**src/rtl/window_event_counter_pkg.sv**
```systemverilog
// rtl/window_event_counter_pkg.sv - shared types and default widths for the window event counter
package window_event_counter_pkg;

    typedef enum logic {
        IDLE = 1'b0,
        RUN  = 1'b1
    } state_t;

    localparam int CNT_W_DEF  = 4;
    localparam int WIN_W_DEF  = 8;
    localparam int DROP_W_DEF = 4;

endpackage

```
**src/rtl/window_event_counter_sat_counter.sv**
```systemverilog
// rtl/window_event_counter_sat_counter.sv - saturating up-counter with synchronous clear
module sat_counter
    import window_event_counter_pkg::*;
#(
    parameter int W = CNT_W_DEF
) (
    input  logic         clk,
    input  logic         rst,
    input  logic         inc,
    input  logic         clr,
    output logic [W-1:0] value,
    output logic         sat
);

    // sat flags that the counter sits at its ceiling, so a further inc is lost
    assign sat = &value;

    // clear wins over increment; increments at the ceiling are ignored
    always_ff @(posedge clk or posedge rst) begin
        if (rst) begin
            value <= '0;
        end else if (clr) begin
            value <= '0;
        end else if (inc && !sat) begin
            value <= value + 1'b1;
        end
    end

endmodule

```
**src/rtl/window_event_counter.sv**
```systemverilog
// rtl/window_event_counter.sv - counts event pulses per programmable window, one-entry result holding register
module window_event_counter
    import window_event_counter_pkg::*;
#(
    parameter int CNT_W  = CNT_W_DEF,
    parameter int WIN_W  = WIN_W_DEF,
    parameter int DROP_W = DROP_W_DEF
) (
    input  logic              clk,
    input  logic              rst,
    input  logic              en,
    input  logic [WIN_W-1:0]  win_len,
    input  logic              evt_in,
    output logic              out_valid,
    input  logic              out_ready,
    output logic [CNT_W-1:0]  out_count,
    output logic              out_sat,
    output logic [DROP_W-1:0] drop_cnt,
    output logic              busy
);

    state_t             state;
    logic [WIN_W-1:0]   len;
    logic [WIN_W-1:0]   cyc;
    logic               win_sat;

    logic [CNT_W-1:0]   evt_val;
    logic               evt_full;
    logic               drop_full;

    logic               in_run;
    logic               last;
    logic               restart;
    logic               evt_clr;
    logic               evt_inc;
    logic               can_load;
    logic               drop_inc;
    logic [CNT_W-1:0]   commit_count;
    logic               commit_sat;

    assign in_run   = (state == RUN);
    assign last     = in_run && (cyc == (len - WIN_W'(1)));
    assign restart  = en && (win_len != '0);
    // a new window begins either from IDLE or back-to-back at a window end
    assign evt_clr  = (!in_run && restart) || last;
    assign evt_inc  = in_run && evt_in;
    assign can_load = !out_valid || out_ready;
    assign drop_inc = last && !can_load && !drop_full;

    // the last-cycle event is folded into the committed result directly
    assign commit_count = evt_val + CNT_W'(evt_in && !evt_full);
    assign commit_sat   = win_sat || (evt_in && evt_full);

    sat_counter #(.W(CNT_W)) u_evt_cnt (
        .clk   (clk),
        .rst   (rst),
        .inc   (evt_inc),
        .clr   (evt_clr),
        .value (evt_val),
        .sat   (evt_full)
    );

    sat_counter #(.W(DROP_W)) u_drop_cnt (
        .clk   (clk),
        .rst   (rst),
        .inc   (drop_inc),
        .clr   (1'b0),
        .value (drop_cnt),
        .sat   (drop_full)
    );

    // window sequencing: latch length, advance cycle counter, restart or idle at window end
    always_ff @(posedge clk or posedge rst) begin
        if (rst) begin
            state   <= IDLE;
            busy    <= 1'b0;
            len     <= '0;
            cyc     <= '0;
            win_sat <= 1'b0;
        end else begin
            unique case (state)
                IDLE: begin
                    if (restart) begin
                        state   <= RUN;
                        busy    <= 1'b1;
                        len     <= win_len;
                        cyc     <= '0;
                        win_sat <= 1'b0;
                    end
                end
                RUN: begin
                    if (last) begin
                        if (restart) begin
                            len     <= win_len;
                            cyc     <= '0;
                            win_sat <= 1'b0;
                        end else begin
                            state   <= IDLE;
                            busy    <= 1'b0;
                        end
                    end else begin
                        cyc <= cyc + 1'b1;
                        if (evt_in && evt_full) begin
                            win_sat <= 1'b1;
                        end
                    end
                end
                default: begin
                    state <= IDLE;
                    busy  <= 1'b0;
                end
            endcase
        end
    end

    // holding register: load on commit when free or being drained, otherwise drain on accept
    always_ff @(posedge clk or posedge rst) begin
        if (rst) begin
            out_valid <= 1'b0;
            out_count <= '0;
            out_sat   <= 1'b0;
        end else if (last && can_load) begin
            out_valid <= 1'b1;
            out_count <= commit_count;
            out_sat   <= commit_sat;
        end else if (out_valid && out_ready) begin
            out_valid <= 1'b0;
        end
    end

endmodule

```
**config.mk**
```make
export PLATFORM = sky130hd
export DESIGN_NAME = window_event_counter
export DESIGN_NICKNAME = d
export VERILOG_FILES = /design/src/rtl/window_event_counter_pkg.sv /design/src/rtl/window_event_counter_sat_counter.sv /design/src/rtl/window_event_counter.sv
export SDC_FILE = /design/constraint.sdc
export NUM_CORES = 1
export LEC_CHECK = 0
export CAP_MARGIN = 25
export CORE_ASPECT_RATIO = 1.2
export CORE_MARGIN = 8
export CORE_UTILIZATION = 55
export DETAILED_ROUTE_END_ITERATION = 10
export PLACE_DENSITY = 0.79
export SKIP_CTS_REPAIR_TIMING = 1
export SYNTH_ARGS = -nofsm -noshare
export SYNTH_HDL_FRONTEND = slang
export SYNTH_SLANG_ARGS = --single-unit
```
**constraint.sdc**
```tcl
create_clock -name clk -period 3.25 [get_ports clk]
set_clock_uncertainty 0.15 [all_clocks]
set_input_delay 0.4875 -clock clk [delete_from_list [all_inputs] [get_ports clk]]
set_output_delay 0.4875 -clock clk [all_outputs]
set_load 0.01 [all_outputs]
```
==> impl_metrics.json <==
{
  "drive_above_1_share_pct": 13.3,
  "utilization_pct": 68.6,
  "fmax_mhz": 366,
  "clockBufferDepth": 2,
  "yosys.cell_types.count": 50,
  "worstPathArrival_ns": 2.75,
  "status": "completed",
  "place.gp.congestion": 0.899,
  "die_h_um": 80.6,
  "num_io_pins": 24,
  "hp-class": "reg -> reg",
  "totalWireLength_um": 3860,
  "crit_type": "reg -> reg",
  "min_path_cells": 1,
  "fin_nets": 221,
  "dp.cells": 232,
  "grt_pass1_vias": 1455,
  "hpwl_um": 2960,
  "synth_commonest_cells": "dfrtp_1 (33), nand3_1 (16), xnor2_1 (12)",
  "fin_area_um2": 2290,
  "end_kind": "flop",
  "drt-vias-per-instance": 5.99,
  "first_pass_iters": 4,
  "clock-sinks": 33,
  "reg2reg_depth": 6,
  "syn_inst": 180,
  "grt_pass1_wl_um": 6570,
  "yosysSeqAreaShare_pct": 43.1,
  "rsz0062_at_grt": "no",
  "rows": 23,
  "dieArea_um2": 5630,
  "tightest_slew_ns": 0.600,
  "netlist.area_leader.share_pct": 43.1,
  "grt_remaining_overflow": 0,
  "ys_seq_elements": 33,
  "synthFlopType": "dfrtp_1",
  "place_area_um2": 2150,
  "netlist_area_um2": 1910,
  "power_density_nw_per_um2": 998,
  "critical_path.max_fanout": 6,
  "synth_area_leaders": "dfrtp_1 (43%), xnor2_1 (5.5%), nand3_1 (4.2%)",
  "yosys_warnings": 0,
  "yosysMostFrequentCell": "dfrtp_1",
  "grtUsageTotal_pct": 14.2,
  "clock_latency_ns": 0.29,
  "setup_viol": 0,
  "vdd_drop_max_mv": 0.720,
  "cts_tree": "done",
  "max-slew-margin-rel_pct": 59.9,
  "wl_per_cell_um": 16.1,
  "fin_crit_ns": 2.73,
  "max-cap-violations": 0,
  "antenna_found_initial": 0,
  "tns_ns": 0,
  "root_buffer": "clkbuf_8",
  "final_cell_count_no_fill": 240,
  "path_clk_slew_ns": 0.07,
  "die_w_um": 69.9,
  "drc": 0,
  "period_share_pct": 84.1,
  "core_area_um2": 3340,
  "dp_slack_ns": 0.549,
  "portBuffers": 23,
  "antennaDiodeCount": 0,
  "vias": 1438,
  "synth_area_leader_cell": "dfrtp_1",
  "area_growth_pct": 19.5,
  "grt_max_degree": 19,
  "worst_slack_ns": 0.517,
  "postSynth.asyncResetShare_pct": 100,
  "slew_violations": 0,
  "required_ns": 3.27,
  "syn-num-nets": 199,
  "finalPower_mw": 2.28,
  "start_util_pct": 57.3,
  "cp-start-kind": "flop",
  "synth_edf_count": 0,
  "avgSynthCellArea_um2": 10.6,
  "timing.hold.ws_ns": 0.362,
  "ant_nets": 0,
  "cts-buffers-inserted": 5,
  "hold_viol": 0,
  "cts-htree-levels": 2,
  "drt-initial-drc-count": 80,
  "leakagePower_nw": 0.998
}
## cell type report
type	count	area, um^2
Fill cell	234	1050
Multi-Input combinational cell	130	1010
Sequential cell	33	826
Timing Repair Buffer	25	245
Clock buffer	5	68.8
Clock inverter	3	65.1
Tap cell	37	46.3
Inverter	7	26.3
## registers in the layout, indices dropped and copies added (netlist names)
name,cells
len,8
u_evt_cnt.value,4
out_sat,1
cyc,8
in_run,1
u_drop_cnt.value,4
win_sat,1
out_valid,1
busy,1
out_count,4
## where the power goes
| group | internal (mW) | leakage (nW) | switching, mW |
|---|---|---|---|
| clock | 0.305 | 0.0681 | 0.155 |
| sequential | 0.579 | 0.415 | 0.237 |
| combinational | 0.519 | 0.515 | 0.488 |
## worst max-delay path: stages (launching register included)
cell and delay (ns):
dfrtp_1 0.46, nor3_1 0.41, mux2i_1 0.33, o2111ai_4 0.20, nor3_2 0.30, nor3b_4 0.42, mux2_4 0.34
## placed cells by master, fill, tap and decap left out, types with 2 or more instances in the layout
cell type and n:
dfrtp_1 33, clkdlybuf4s50_1 23, nand3_1 16, xnor2_1 12
nand2_1 11, o21ai_1 9, a22o_1 8, xor2_1 7
inv_1 7, ha_1 6, nor2_1 5, mux2_4 5
clkbuf_8 5, nor4_1 3, nand2b_1 3, and3_1 3
nor3_1 2, nor2b_1 2, a21oi_1 2, o31ai_1 2
a31oi_1 2, and2_1 2, nor3b_1 2, a21o_1 2
nand4_1 2, bufinv_16 2, buf_4 2
## per-layer routing
layer | track usage (%) | routed length, um | vias up
met3 | 5.17 | 213 | 9
met2 | 23.8 | 1990 | 33
met1 | 15.6 | 1570 | 696
met5 | 0 | 0 | -
li1 | - | - | 700
met4 | 7.04 | 80 | 0
## logic make-up (layout without fill, tap and decap cells)
kind of cell	Yosys count	count (layout)	synth area share, %
AO/OA/AOI/OAI	40	40	17.3
multiplexers	7	7	5.03
AND/OR/NAND/NOR	58	58	17.8
XOR/XNOR	19	19	8.69
flip-flops	33	33	43.1
adder cells (fa/ha/maj)	6	6	3.92
buffers and inverters	17	40	4.05
## worst paths after layout
check	from	end	slack [ns]
min in group asynchronous	rst	u_drop_cnt.value[2]	0.42
worst min-delay path	out_count[0]	out_count[0]	0.36
worst max register to register	len[0]	out_count[3]	0.52
max in group asynchronous	rst	u_evt_cnt.value[0]	1.86
worst min register to register	out_count[0]	out_count[0]	0.36
worst max-delay path	len[0]	out_count[3]	0.52
Power figures use the tool's default switching activity.
